**config.mk**
```make
export PLATFORM = sky130hd
export DESIGN_NAME = pc_ifid_stall_ctrl
export DESIGN_NICKNAME = d
export VERILOG_FILES = /design/src/rtl/pc_ifid_stall_ctrl.sv
export SDC_FILE = /design/constraint.sdc
export NUM_CORES = 1
export LEC_CHECK = 0
export CAP_MARGIN = 40
export CORE_MARGIN = 2
export CORE_UTILIZATION = 50
export CTS_CLUSTER_DIAMETER = 120
export DETAILED_ROUTE_END_ITERATION = 12
export PLACE_DENSITY_LB_ADDON = 0.3
export SLEW_MARGIN = 20
export SYNTH_ARGS = -nofsm -noshare
export SYNTH_HDL_FRONTEND = slang
export SYNTH_SLANG_ARGS = --single-unit
export TNS_END_PERCENT = 50
```
**constraint.sdc**
```tcl
create_clock -name Clk -period 13.45 [get_ports Clk]
set_input_delay 4.035 -clock Clk [delete_from_list [all_inputs] [get_ports Clk]]
set_output_delay 4.035 -clock Clk [all_outputs]
set_load 0.05 [all_outputs]
```
**src/rtl/pc_ifid_stall_ctrl.sv**
```systemverilog
// rtl/pc_ifid_stall_ctrl.sv - PC and IF/ID register owner with stall, flush and stall watchdog
//
// Purpose:
//   Holds the fetch PC and the IF/ID pipeline register. Turns the hazard
//   detector's stall request and the ID-stage branch redirect into PC hold,
//   IF/ID hold, IF/ID flush and an ID/EX bubble. A consecutive-stall
//   watchdog forces one advance after MAX_STALL bubble cycles so the
//   pipeline can never stall forever.
//
// Ports:
//   Clk           in   clock, rising edge
//   Reset         in   asynchronous active-high reset
//   StallReq      in   hazard detector stall request (1 = hold PC and IF/ID)
//   BranchTaken   in   branch resolved taken in ID (flush IF/ID, redirect PC)
//   BranchTarget  in   redirect address, used when BranchTaken=1
//   InstrIn       in   instruction memory read data for the current PC
//   PC            out  current fetch address (registered)
//   IF_IDInstr    out  IF/ID instruction (registered)
//   IF_IDPCPlus4  out  IF/ID PC+4 (registered)
//   ID_EXBubble   out  zero ID/EX controls this cycle (combinational)
//   FlushActive   out  1 for the cycle after a redirect (registered)
//   StallTimeout  out  sticky flag, set when the watchdog forces a release
//
// Optional build macro STALL_PERF_CNT_EN:
//   StallCyclesClr in   synchronous clear of the stall-cycle counter
//   StallCycles    out  saturating count of ID_EXBubble=1 cycles
module pc_ifid_stall_ctrl #(
  parameter logic [31:0] RESET_PC  = 32'h0000_0000,
  parameter int unsigned MAX_STALL = 8,
  parameter logic [31:0] NOP_INSTR = 32'h0000_0000
) (
  input  logic        Clk,
  input  logic        Reset,
  input  logic        StallReq,
  input  logic        BranchTaken,
  input  logic [31:0] BranchTarget,
  input  logic [31:0] InstrIn,
`ifdef STALL_PERF_CNT_EN
  input  logic        StallCyclesClr,
  output logic [31:0] StallCycles,
`endif
  output logic [31:0] PC,
  output logic [31:0] IF_IDInstr,
  output logic [31:0] IF_IDPCPlus4,
  output logic        ID_EXBubble,
  output logic        FlushActive,
  output logic        StallTimeout
);

  typedef enum logic [1:0] {
    RUN   = 2'd0,
    STALL = 2'd1,
    FLUSH = 2'd2
  } state_t;

  localparam logic [7:0] MAX_CNT = 8'(MAX_STALL);

  state_t      state_q, state_d;
  logic [31:0] pc_q, pc_d;
  logic [31:0] instr_q, instr_d;
  logic [31:0] pc4_q, pc4_d;
  logic [7:0]  cnt_q, cnt_d;
  logic        flush_q, flush_d;
  logic        timeout_q, timeout_d;
  logic [31:0] pc_plus4;
  logic        hold;

  assign pc_plus4 = pc_q + 32'd4;

  // Stall is honoured only while the streak is below the limit; once the
  // limit is reached a still-asserted StallReq becomes a forced advance.
  assign hold = StallReq & ~BranchTaken & (cnt_q < MAX_CNT);

  assign ID_EXBubble  = hold & ~Reset;
  assign PC           = pc_q;
  assign IF_IDInstr   = instr_q;
  assign IF_IDPCPlus4 = pc4_q;
  assign FlushActive  = flush_q;
  assign StallTimeout = timeout_q;

  always_comb begin
    state_d   = state_q;
    pc_d      = pc_q;
    instr_d   = instr_q;
    pc4_d     = pc4_q;
    cnt_d     = cnt_q;
    flush_d   = 1'b0;
    timeout_d = timeout_q;
    if (BranchTaken) begin
      pc_d    = BranchTarget;
      instr_d = NOP_INSTR;
      pc4_d   = 32'd0;
      cnt_d   = 8'd0;
      flush_d = 1'b1;
      state_d = FLUSH;
    end else if (hold) begin
      cnt_d   = cnt_q + 8'd1;
      state_d = STALL;
    end else begin
      pc_d    = pc_plus4;
      instr_d = InstrIn;
      pc4_d   = pc_plus4;
      state_d = RUN;
      // The streak only builds up inside STALL; RUN and FLUSH enter with it cleared.
      if (state_q == STALL) begin
        cnt_d = 8'd0;
      end
      if (StallReq) begin
        timeout_d = 1'b1;
      end
    end
  end

  always_ff @(posedge Clk or posedge Reset) begin
    if (Reset) begin
      state_q   <= RUN;
      pc_q      <= RESET_PC;
      instr_q   <= NOP_INSTR;
      pc4_q     <= 32'd0;
      cnt_q     <= 8'd0;
      flush_q   <= 1'b0;
      timeout_q <= 1'b0;
    end else begin
      state_q   <= state_d;
      pc_q      <= pc_d;
      instr_q   <= instr_d;
      pc4_q     <= pc4_d;
      cnt_q     <= cnt_d;
      flush_q   <= flush_d;
      timeout_q <= timeout_d;
    end
  end

`ifdef STALL_PERF_CNT_EN
  logic [31:0] stall_cycles_q;

  // Clear has priority over a same-cycle increment; the count saturates.
  always_ff @(posedge Clk or posedge Reset) begin
    if (Reset) begin
      stall_cycles_q <= 32'd0;
    end else if (StallCyclesClr) begin
      stall_cycles_q <= 32'd0;
    end else if (ID_EXBubble && (stall_cycles_q != 32'hFFFF_FFFF)) begin
      stall_cycles_q <= stall_cycles_q + 32'd1;
    end
  end

  assign StallCycles = stall_cycles_q;
`endif

endmodule

```
Word level (Yosys, flattened, before mapping)
Cells that the tools add are included.
- output and inout port bits: 99
- flip-flop bits (word level): 108
- logic and storage cells: 31
- input port bits: 68
- order comparisons: 1
- reduce and logical (&&, ||, !) cells: 2
- bitwise logic cells: 6
- mux-type cells: 11
- add/subtract/negate cells: 2
- eq/ne operators: 2
- operators with widths (operator ; count):
    $mux W32 ; 5
    $add A32 B3 Y32 const B ; 1
    $mux W8 ; 3
    $add A8 B1 Y8 const B ; 1
    $lt A8 B4 Y1 const B ; 1
    $and A1 B1 Y1 ; 3
    $not A1 Y1 ; 3
    $reduce_and A3 Y1 ; 1
    $reduce_bool A3 Y1 ; 1
    $eq A2 B1 Y1 const B ; 1
    $mux W1 ; 2
    $mux W2 ; 1
    $ne A2 B2 Y1 const B ; 1

Depth between registers and ports, before layout
Gate-level depths: netlist of run 1.
- word-level depth: 5
- gate-level depth with buffers: 8
- depth with buffers taken out: 6

Worst setup path before layout of run 1
OpenSTA, ideal clock, no wires.
- kind: input-to-output
- start: input Reset
- end: output ID_EXBubble
- cell stages on the path: 2
- required time: 9415 ps
- buffers on the path: 0
- arrival time: 6915 ps
- slack: 2500 ps
- cells stage by stage: inv_1 and2_1
- longest elaborated chain between the ends: 2
- ends and longest elaborated chain (item ; line ; RTL):
    start, declared ; 33 ; input logic Reset,
    $not A1 Y1 ; 74 ; assign ID_EXBubble = hold & ~Reset;
    $and A1 B1 Y1 ; 74 ;
    end, declared ; 45 ; output logic ID_EXBubble,
No other way between the ends.

Worst setup path after layout of run 1
- start: input BranchTaken
- end: output ID_EXBubble
- longest elaborated chain between the ends: 4
- ends and longest elaborated chain (item ; line ; RTL):
    start, declared ; 35 ; input logic BranchTaken,
    $not A1 Y1 (no line) ; - ;
    $and A1 B1 Y1 (2 in a row) ; 72 ; assign hold = StallReq & ~BranchTaken & (cnt_q < MAX_CNT);
    $and A1 B1 Y1 ; 74 ;
No other way between the ends.

==> reports/metrics.yaml, run 1 <==
die:
  start_util: 0.507
  core_region_area_um2: 10200
  dieArea_um2: 11100
  die-width_um: 106
  die_y_um: 106
  rows: 37
  ios: 167
routing:
  dr.pass1.iters: 4
  ant_nets: 0
  wire_per_inst_um: 15.6
  viasPerCell: 5.32
  drt_iter0_markers: 194
  drt_wl_total_um: 12700
  drc: 0
  vias: 4350
logic_synthesis:
  syn_nets: 601
  yosysMostFrequentCell: "nand2_1"
  yosysTopAreaCell: "dfrtp_1"
  synthTopCellsByCount: "nand2_1, dfrtp_1, xnor2_1"
  synth_top_area_frac: 0.519
  synth_area_leaders: "dfrtp_1, nand2_1, xnor2_1"
  async_flop_share: 1.00
  synth-warning-count: 0
  syn-mean-instance-area_um2: 9.72
  synth_cell_types: 39
  syn_inst: 531
  ys_seq_area_frac: 0.519
  synth_edf_count: 0
  ys.flop_type: "dfrtp_1"
  ys_seq_elements: 107
  syn_area_um2: 5160
timing:
  holdWs_ns: 0.485
  final.min_clock_period_ns: 10.37
  rsz0062_at_grt: "false"
  hold_viol_final: 0
  clock.fmax_mhz: 96.4
  slew_violations: 0
  tightest_slew_ns: 0.792
  max_slew_margin: 0.472
  finalSetupViolations: 0
  period_share: 0.771
  fin_skew_ns: 0.0133
  fin_setup_tns_ns: 0
worst_setup_path:
  critPathBufInv: 3
  reg2reg_depth: 6
  crit_family: "buffers and inverters"
  path_max_fanout: 71
  crit_path_cell_trace: "buf_4 > buf_12 > and4bb_2 > and2_1 > clkdlybuf4s50_1"
  cpPeakStageDelay_ns: 0.81
  critPathSlowestCell: "clkdlybuf4s50_1"
  critPathArrivalTime_ns: 6.34
  critPathRequiredTime_ns: 9.41
  end_kind: "output port"
  r2r-start: "cnt_q[3]"
  cp-start-kind: "input pin"
  r2r_setup_slack_ns: 10.94
  r2r_end: "IF_IDPCPlus4[31]"
  crit_type: "in2out"
finish:
  multi_input_area_um2: 2280
  register_area_um2: 2680
  fill_cells: 819
  area_delta_synth_final_pct: 37.2
  nNetsFinal: 746
  drive_gt1_frac: 0.0764
  final_core_util: 0.695
  antenna_cells: 0
power:
  power_mw: 0.778
  p_leak_nw: 2.86
  ir_drop_mv: 0.0599
  power_density_nw_per_um2: 110
clock_tree:
  cts_buffer_depth: 2
  cts_tree: "done"
  cts.htree.levels: 3
  cts_setup_buffers: 0
  cts_resized: 0
  clock-sinks: 107
  insertion_delay_ns: 0.36
  cts-root-buf: "clkbuf_8"
  cts.clk_slew.worst_paths_ns: 0.09
  ctsHoldBuffers: 0
  cts_buffers: 9
global_route:
  grt_usage: 0.228
  gr-total-overflow: 0
  antenna_found_initial: 0
  grt_start_max_net_pins: 76
  grt_pass1_wl_um: 20200
  grt_pass1_vias: 4207
hold_path:
  holdPathStages: 2
  min_from: "IF_IDPCPlus4[17]"
  hp-class: "reg2reg"
  hold_path_end: "IF_IDPCPlus4[17]"
run_status:
  status: "finished, final reports clean"
run:
  cap_violations: 0
placed_design:
  dp_hpwl_um: 8990
  place.gp.congestion: 0.799
  io_buffer_count: 166
metrics by stage:
stage | cell area, um2 | cells | setup slack (ns)
floorplan | 5160 | 531 | 2.50
global placement | 6830 | 798 | 3.14
detailed placement | 6860 | 800 | 3.08
CTS | 7070 | 816 | 3.08
global route | 7080 | 817 | 2.96
finish | 7080 | 817 | 3.08
cell usage in the layout (no fill, tap or decap), drive strengths merged, types with 12 or more instances in the layout:
master         instances
nor2                  21
xor2                  21
nand2                121
nor3                  16
nand3                 13
xnor2                 36
a21oi                 35
a22o                  16
clkdlybuf4s50        165
a211oi                12
dfrtp                107
o21ai                 32
tightest hold or removal path, cell delays in order (launching register included):
cell,delay (ns)
dfrtp_1,0.35
nand2_1,0.05
o31ai_1,0.05
final cells by class:
class | instances | share of cell area
inverters | 7 | 0.00407
flip-flops and latches | 107 | 0.378
well taps | 136 | 0.0240
clock inverters | 6 | 0.0103
clock buffers | 10 | 0.0194
multi-input cells | 379 | 0.321
repair buffers | 172 | 0.242
power by group:
| part | switching, mW | internal [mW] | total, mW |
|---|---|---|---|
| Combinational | 0.128 | 0.0766 | 0.205 |
| Sequential | 0.0250 | 0.343 | 0.368 |
| Clock | 0.111 | 0.0936 | 0.205 |
worst max path at each step:
stage                start     endpoint  slack [ns]  cells after the start
3_5_place_dp   BranchTaken  ID_EXBubble        3.08                      5
2_1_floorplan        Reset  ID_EXBubble        2.50                      2
6_report       BranchTaken  ID_EXBubble        3.08                      5
5_1_grt        BranchTaken  ID_EXBubble        2.96                      5
3_3_place_gp   BranchTaken  ID_EXBubble        3.14                      4
4_1_cts        BranchTaken  ID_EXBubble        3.08                      5
flip-flops by register name (all words and copies together), names as in the netlist:
signal,count
IF_IDPCPlus4,32
PC,32
StallTimeout,1
IF_IDInstr,32
FlushActive,1
cnt_q,8
state_q,1
metal layers:
layer / GRT usage / vias to the layer above / share of wire
met5: 0 / - / 0
met4: 0.107 / 0 / 0.035
met3: 0.0291 / 31 / 0.035
met2: 0.385 / 104 / 0.50
met1: 0.291 / 2124 / 0.43
li1: - / 2091 / -
cells by family (layout without fill, tap and decap cells):
group / count (synthesis) / count (layout) / synth area share
AND/OR/NAND/NOR: 217 / 217 / 0.213
flip-flops: 107 / 107 / 0.519
AO/OA/AOI/OAI: 100 / 100 / 0.119
XOR/XNOR: 57 / 57 / 0.0968
buffers and inverters: 45 / 195 / 0.0407
multiplexers: 3 / 3 / 0.00655
adder cells (fa/ha/maj): 2 / 2 / 0.00485
No activity file was read; power rests on OpenSTA's default activity.
==> run 2, diff against run 1 <==
CORE_UTILIZATION = 47   (was 50)
clock period = 10.5 ns   (was 13.45 ns; I/O delays follow)
==> run 2 against run 1 <==
  * Clock skew fell by 0.0057 ns
  * Core utilization fell by 4.0 points
  * Clock power increased by 19%
  * Critical endpoint unchanged
  * Non-clock buffer count stayed put
  * Count of clock-buffer cells in the layout increased by 1
  * Sequential cell count unchanged
  * Final area barely moved
  * Sequential share of layout area hardly changed
  * Register-to-register slack got worse by 2.9 ns
==> reports/metrics.yaml, run 2 (synthesis results as in run 1) <==
worst_setup_path:
  cp-start-kind: "input pin"
  critPathBufInv: 2
  crit_family: "buffers and inverters"
  r2r_end: "PC[6]"
  critPathCapture: "ID_EXBubble"
  reg2reg_depth: 6
  r2r-start: "cnt_q[3]"
  critPathArrivalTime_ns: 5.25
  cpPeakStageDelay_ns: 0.79
  path_depth: 4
  end_kind: "output port"
  crit_top_cell: "clkdlybuf4s50_1"
  setup.worst_path.start: "StallReq"
  critPathSlowestCell: "clkdlybuf4s50_1"
  crit_type: "in2out"
  crit_path_cell_trace: "clkdlybuf4s50_1 > and4bb_2 > and2_1 > clkdlybuf4s50_1"
  path_max_fanout: 24
  r2r_setup_slack_ns: 8.08
  critPathRequiredTime_ns: 7.35
die:
  die-width_um: 109
  start_util: 0.478
  die_y_um: 109
  core_region_area_um2: 10800
  ios: 167
  rows: 38
  dieArea_um2: 11800
finish:
  final_core_util: 0.655
  antenna_cells: 0
  nNetsFinal: 746
  layout_commonest_cell: "clkdlybuf4s50_1"
  drive_gt1_frac: 0.0764
  area_delta_synth_final_pct: 37.1
  final_cell_mix: "clkdlybuf4s50_1, nand2_1, dfrtp_1"
  postLayoutCellArea_um2: 7070
timing:
  fin_skew_ns: 0.00764
  worst_slack_ns: 2.10
  rsz0062_at_grt: "false"
  finalSetupViolations: 0
  final.min_clock_period_ns: 8.40
  period_share: 0.800
  max_slew_margin: 0.419
  tightest_slew_ns: 0.864
  hold_viol_final: 0
  slew_violations: 0
  clock.fmax_mhz: 119
  fin_setup_tns_ns: 0
routing:
  wire_per_inst_um: 16.1
  drc: 0
  vias: 4360
  dr.pass1.iters: 5
  viasPerCell: 5.31
  ant_nets: 0
  drt_iter0_markers: 235
  drt_wl_total_um: 13200
hold_path:
  hp-class: "reg2reg"
  holdPathStages: 1
placed_design:
  io_buffer_count: 166
  dp_hpwl_um: 9160
  dpl_cell_area_um2: 6890
  place.gp.congestion: 0.804
  pre_cts_slack_ns: 2.11
power:
  internal-power_mw: 0.639
  combPwrFrac: 0.269
  pwr-share-clk: 0.248
  share_seq_of_total_power: 0.482
  power_mw: 0.979
  p_leak_nw: 2.85
  swShare: 0.347
  power_density_nw_per_um2: 138
  p_sw_mw: 0.340
  ir_drop_mv: 0.0862
global_route:
  grt_pass1_wl_um: 21000
  grt_start_max_net_pins: 76
  gr-total-overflow: 0
  grt_pass1_vias: 4206
  grt_usage: 0.228
  antenna_found_initial: 0
clock_tree:
  cts_resized: 0
  insertion_delay_ns: 0.37
  cts-root-buf: "clkbuf_8"
  cts_tree: "done"
  cts_buffers: 9
  cts_setup_buffers: 0
  clock-sinks: 107
  cts.clk_slew.worst_paths_ns: 0.10
  cts_buffer_depth: 2
  cts.htree.levels: 3
  ctsHoldBuffers: 0
run:
  cap_violations: 0
run_status:
  status: "finished, final reports clean"
[run 2: cell types whose count changed in the layout (fill, tap and decap cells not counted), sizes merged]
| cell | before | now |
|---|---|---|
| buf | 6 | 7 |
| bufinv | 1 | 0 |
| clkinv | 3 | 4 |
| inv | 9 | 8 |
[run 2: area by class of cell]
cell class                      count  area [um2]
Clock buffer                       11         151
Clock inverter                      5        36.3
Fill cell                         873        3720
Inverter                            7        28.8
Multi-Input combinational cell    379        2280
Sequential cell                   107        2680
Tap cell                          140         175
Timing Repair Buffer              172        1730
[run 2: per-layer routing]
layer	GRT usage	part of all wire	vias up
li1	-	-	2087
met1	0.297	0.42	2122
met2	0.372	0.51	122
met3	0.0311	0.038	29
met4	0.118	0.033	0
met5	0	0	-
[run 2: worst min path at each step]
stage / slack [ns] / endpoint / startpoint
after floorplan: 0.45 / cnt_q[2] / cnt_q[2]
after global placement: 0.45 / StallTimeout / StallTimeout
after detailed placement: 0.45 / StallTimeout / StallTimeout
after CTS: 0.48 / StallTimeout / StallTimeout
after global routing: 0.49 / StallTimeout / StallTimeout
final: 0.48 / StallTimeout / StallTimeout
[run 2: power groups by stage]
stage,Clock (mW),Combinational (mW),Sequential (mW)
6_report,0.243,0.264,0.472
5_1_grt,0.267,0.280,0.477
4_1_cts,0.248,0.266,0.472
3_5_place_dp,0,0.265,0.480
3_3_place_gp,0,0.260,0.478
2_1_floorplan,0,0.0736,0.567
[run 2: worst reg2reg max path: stages, from the launching register on]
cell     delay (ns)
dfrtp_1        0.43
nor4_1         0.62
and2_2         0.63
buf_12         0.27
nor2_1         0.09
xnor2_1        0.12
o21ai_0        0.18
[run 2: through the flow]
stage	std cells	hold WS, ns
floorplan	531	0.451
global route	821	0.489
detailed placement	805	0.455
finish	821	0.479
CTS	821	0.479
global placement	802	0.453
==> run 3, diff against run 2 <==
clock period = 8.6 ns   (was 10.5 ns; I/O delays follow)
==> run 3 against run 2 <==
  * Clock power is 26% higher
  * Critical path type unchanged
  * Global-route usage is 0.15 points lower
  * Non-clock buffer count is 2 higher
  * Clock skew is 0.0021 ns higher
  * Routed wire length is 2.2% lower
  * Die area stayed put
  * Sequential power is 22% higher
  * Worst setup slack worse by 0.78 ns
  * Final area is 0.28% higher
==> reports/metrics.yaml, run 3 (synthesis results as in run 1) <==
run_status:
  status: "finished, final reports clean"
global_route:
  grt_pass1_vias: 4328
  grt_pass1_wl_um: 21000
  antenna_found_initial: 0
  grt_usage: 0.227
  grt_start_max_net_pins: 76
  gr-total-overflow: 0
timing:
  hold_viol_final: 0
  clock.fmax_mhz: 137
  final.min_clock_period_ns: 7.28
  max_slew_margin: 0.470
  rsz0062_at_grt: "false"
  slew_violations: 0
  holdWs_ns: 0.482
  worst_slack_ns: 1.32
  finalSetupViolations: 0
  tightest_slew_ns: 0.795
  fin_setup_tns_ns: 0
  period_share: 0.846
  fin_skew_ns: 0.00974
finish:
  final_cell_mix: "clkdlybuf4s50_1, nand2_1, dfrtp_1"
  antenna_cells: 0
  layout_commonest_cell: "clkdlybuf4s50_1"
  drive_gt1_frac: 0.0791
  nNetsFinal: 748
  finalNonFillerCells: 823
  area_delta_synth_final_pct: 37.5
clock_tree:
  cts_tree: "done"
  cts_buffer_depth: 2
  cts_buffers: 9
  cts_resized: 0
  cts.htree.levels: 3
  cts-root-buf: "clkbuf_8"
  insertion_delay_ns: 0.38
  ctsHoldBuffers: 0
  clock-sinks: 107
  cts.clk_slew.worst_paths_ns: 0.11
  cts_setup_buffers: 0
hold_path:
  min_from: "StallTimeout"
  hold_path_end: "StallTimeout"
  hp-class: "reg2reg"
  holdPathStages: 1
worst_setup_path:
  path_depth: 4
  cpPeakStageDelay_ns: 0.80
  path_max_fanout: 24
  reg2reg_depth: 6
  critPathSlowestCell: "clkdlybuf4s50_1"
  r2r-start: "cnt_q[3]"
  cp-start-kind: "input pin"
  critPathArrivalTime_ns: 4.70
  crit_path_cell_trace: "clkdlybuf4s50_1 > and4bb_2 > and2_1 > clkdlybuf4s50_1"
  end_kind: "output port"
  critPathBufInv: 2
  crit_type: "in2out"
  r2r_end: "PC[6]"
  critPathRequiredTime_ns: 6.02
  crit_family: "buffers and inverters"
  crit_top_cell: "clkdlybuf4s50_1"
  r2r_setup_slack_ns: 5.98
routing:
  drt_iter0_markers: 237
  wire_per_inst_um: 15.7
  ant_nets: 0
  drc: 0
  viasPerCell: 5.27
  dr.pass1.iters: 4
  drt_wl_total_um: 13000
  vias: 4336
placed_design:
  pre_cts_slack_ns: 1.32
  dp_hpwl_um: 9230
  place_inst: 806
  io_buffer_count: 166
  place.gp.congestion: 0.790
die:
  dieArea_um2: 11800
  die-width_um: 109
  core_region_area_um2: 10800
  rows: 38
  ios: 167
  start_util: 0.478
  die_y_um: 109
power:
  power_mw: 1.20
  power_density_nw_per_um2: 170
  ir_drop_mv: 0.0949
  p_leak_nw: 2.87
run:
  cap_violations: 0
-- run 3: cell types whose count changed in the layout (fill, tap and decap cells not counted), sizes merged --
cell	delta
buf	+2
clkbuf	-1
inv	+2
clkinv	-1
-- run 3: worst max-delay path by stage --
stage          slack [ns]  startpoint     endpoint
4_1_cts              1.32    StallReq  ID_EXBubble
5_1_grt              1.25    StallReq  ID_EXBubble
3_5_place_dp         1.32    StallReq  ID_EXBubble
3_3_place_gp         1.36    StallReq  ID_EXBubble
2_1_floorplan        0.56       Reset  ID_EXBubble
6_report             1.32    StallReq  ID_EXBubble
-- run 3: layout make-up --
cell class | count | area [um2]
Clock buffer | 10 | 138
Clock inverter | 6 | 57.6
Inverter | 7 | 28.8
Tap cell | 140 | 175
Sequential cell | 107 | 2680
Timing Repair Buffer | 174 | 1740
Fill cell | 889 | 3700
Multi-Input combinational cell | 379 | 2280
-- run 3: per-stage QoR --
step / utilization / area (um2)
5_1_grt: 0.657 / 7090
6_report: 0.657 / 7090
3_5_place_dp: 0.639 / 6890
4_1_cts: 0.657 / 7090
3_3_place_gp: 0.634 / 6850
2_1_floorplan: - / 5160
-- run 3: power breakdown --
group | leakage (nW) | total [mW] | switching, mW | internal [mW]
clock | 0.101 | 0.307 | 0.187 | 0.120
sequential | 1.39 | 0.575 | 0.0384 | 0.537
combinational | 1.38 | 0.323 | 0.202 | 0.121
total | 2.87 | 1.20 | 0.427 | 0.778
-- run 3: routing by layer --
layer  share of wire  wire (um)  global-route usage
met4           0.030        383              0.0925
met2            0.51       6600               0.388
met1            0.42       5490               0.286
met5               0          0                   0
met3           0.037        483              0.0377
-- run 3: worst register-to-register path: stages, from the launching register on --
cell	delay [ns]
dfrtp_1	0.42
nor4_1	0.64
and2_2	0.62
buf_4	0.47
nor2_1	0.11
xnor2_1	0.14
o21ai_0	0.16
==> variant, RTL diff (flow settings as in run 3) <==
Put one more register stage on the output `StallTimeout`, cleared by the reset. The value now appears one clock later. The other outputs are not delayed to match.
--- a/src/rtl/pc_ifid_stall_ctrl.sv
+++ b/src/rtl/pc_ifid_stall_ctrl.sv
@@ -77,5 +77,11 @@
   assign IF_IDPCPlus4 = pc4_q;
   assign FlushActive  = flush_q;
-  assign StallTimeout = timeout_q;
+  always_ff @(posedge Clk or posedge Reset) begin
+    if (Reset) begin
+      StallTimeout <= '0;
+    end else begin
+      StallTimeout <= timeout_q;
+    end
+  end
 
   always_comb begin
Behaviour: not the same (Yosys sat finds a counterexample within 10 cycles, from zero or initial values and one cycle with Reset high).
==> variant against run 3 <==
  * Sequential cell count grew 1
  * Power grew 0.20%
  * Critical path depth is the same
  * Combinational power is essentially flat
  * Cell area grew 0.21%
  * Sequential share of layout area grew 0.27 points
  * Wire length grew 3.0%
  * Maximum frequency is essentially flat
  * Area after synthesis grew 0.48%
  * Setup slack lost 0.0053 ns
  * Critical endpoint unchanged
  * Largest cell class unchanged
==> variant: results (changes against run 3) <==
Worst setup path
  • R2r worst-path depth: 6 (unchanged)
  • R2R setup slack: 6.02 ns (+0.04 ns)
  • Arr. time, crit path: 4.70 ns (about the same)
  • CP Max Fanout: 24 (unchanged)
  • CP top delay family: buffers and inverters
  • Critical Path End: ID_EXBubble
  • CP max stage cell: clkdlybuf4s50_1
  • Worst reg2reg path startpoint: cnt_q[3]$_DFFE_PP0P_
  • Launch point of the critical path: StallReq
  • Worst R2R End: cnt_q[2]$_DFFE_PP0P_
  • Worst path max stage delay: 0.81 ns

Timing
  • Fin crit share: 84.7% (about the same)
  • Hold slack: 0.401 ns (-0.0812 ns)
  • Clock skew: 0.0103 ns (+0.000531 ns)
  • Worst relative slew slack: 47.6% (+0.65 points)

Worst hold path
  • Worst Hold Class: reg2reg
  • Hold wc startpoint: timeout_q$_DFFE_PP0P_
  • WHS Endpoint: StallTimeout$_DFF_PP0_
  • Hold path depth: 0 (-1)

Global route
  • GRT Resource Usage Total: 22.7% (about the same)
  • Vias in the first global route: 4222 (-2.4%)
  • Initial antenna violation count: 0 (unchanged)
  • Pin count of the biggest net entering global routing: 76 (unchanged)
  • First-pass GRT wire length: 21000 um (+0.16%)

Placement
  • RePlAce Congestion: 0.772 (-2.3%)
  • DP Area: 6920 um^2 (+0.36%)
  • Cells after DPL: 806 (unchanged)
  • HPWL after DPL: 9460 um (+2.5%)
  • Port bufs: 166 (unchanged)
  • Pre-CTS setup slack: 1.33 ns (+0.0104 ns)

Clock tree
  • Clock-pin slew on the worst setup and hold paths: 0.10 ns
  • Post-CTS setup buffer count: 0 (unchanged)
  • Clock tree buffer depth: 2 (unchanged)
  • Post_cts resized: 0 (unchanged)
  • H-tree lvl count: 3 (unchanged)
  • Clk Latency, worst-skew pair: 0.36 ns (-0.02 ns)
  • Total CTS buffers: 9 (unchanged)
  • Clk root buf: clkbuf_8

Detailed routing
  • Vias per Instance: 5.34 (+1.3%)
  • DR WL/cell: 16.2 um (+3.2%)
  • 1st-pass router iterations: 5 (+1)
  • WL final: 13400 um (+3.0%)
  • Post-route DRC: 0 (unchanged)
  • 1st-iter DRT viols: 287 (+21%)

Power and ir drop
  • P_leak: 0.00287 uW (about the same)
  • VDD IR-drop max: 0.0927 mV (-2.4%)

Logic synthesis
  • Synth cell types: 39 (unchanged)
  • Ys async rst share: 100% (unchanged)
  • Synth area leaders: dfrtp_1 52%, nand2_1 8.8%, xnor2_1 6.1%, xor2_1 3.5%, a21oi_1 3.4%
  • Post-synth top cells: 121 x nand2_1, 108 x dfrtp_1, 36 x xnor2_1
  • Mean Syn Cell Area: 9.75 um^2 (+0.30%)
  • Top_reg_cell synth: dfrtp_1
  • Synth Warn #: 0 (unchanged)
  • Syn_nets: 602 (+0.17%)
  • Seq/Total Area, Yosys: 52.1% (+0.23 points)

Layout
  • FILL cells: 872 (-1.9%)
  • Layout Nets: 748 (unchanged)
  • Diodes inserted: 0 (unchanged)
  • Layout cell share with drive strength beyond 1: 7.33% (-0.57 points)

Status
  • Status: complete, no violations
[variant: layout make-up]
class,count,share of cell area [%]
Inverter,7,0.405
Tap cell,140,2.46
Multi-Input combinational cell,379,32.0
Clock buffer,11,1.85
Timing Repair Buffer,173,24.5
Sequential cell,108,38.0
Clock inverter,4,0.722
[variant: worst reg2reg max path: cells and delay by family, from the launching register on]
kind | cells | cell delay [ns]
AOI/OAI and AO/OA | 2 | 0.31
buffers and inverters | 1 | 0.27
DFF | 1 | 0.43
and+or+nand+nor | 3 | 1.45
[variant: cells by family after synthesis]
logic type / after synthesis / synth area share [%]
AO/OA/AOI/OAI: 100 / 11.8
XOR/XNOR: 57 / 9.63
adder cells (fa/ha/maj): 2 / 0.483
buffers and inverters: 45 / 4.05
flip-flops: 108 / 52.1
multiplexers: 3 / 0.651
AND/OR/NAND/NOR: 217 / 21.2
[variant: layer usage]
metal / part of all wire, % / up-vias / GRT usage (%)
li1: - / 2090 / -
met3: 5.9 / 21 / 4.18
met1: 40 / 2146 / 29.6
met2: 52 / 129 / 37.9
met5: 0 / - / 0
met4: 1.7 / 0 / 8.15
[variant: report_power, final]
group / leakage [uW] / total, uW / internal (uW) / switching (uW)
registers: 0.00140 / 581 / 541 / 39.6
logic: 0.00138 / 323 / 121 / 202
clock network: 0.0000894 / 303 / 134 / 169
[variant: stage by stage]
stage	total power, uW	util (%)
floorplan	787	-
global placement	906	63.6
detailed placement	916	64.1
CTS	1220	65.8
global route	1260	65.9
finish	1210	65.9
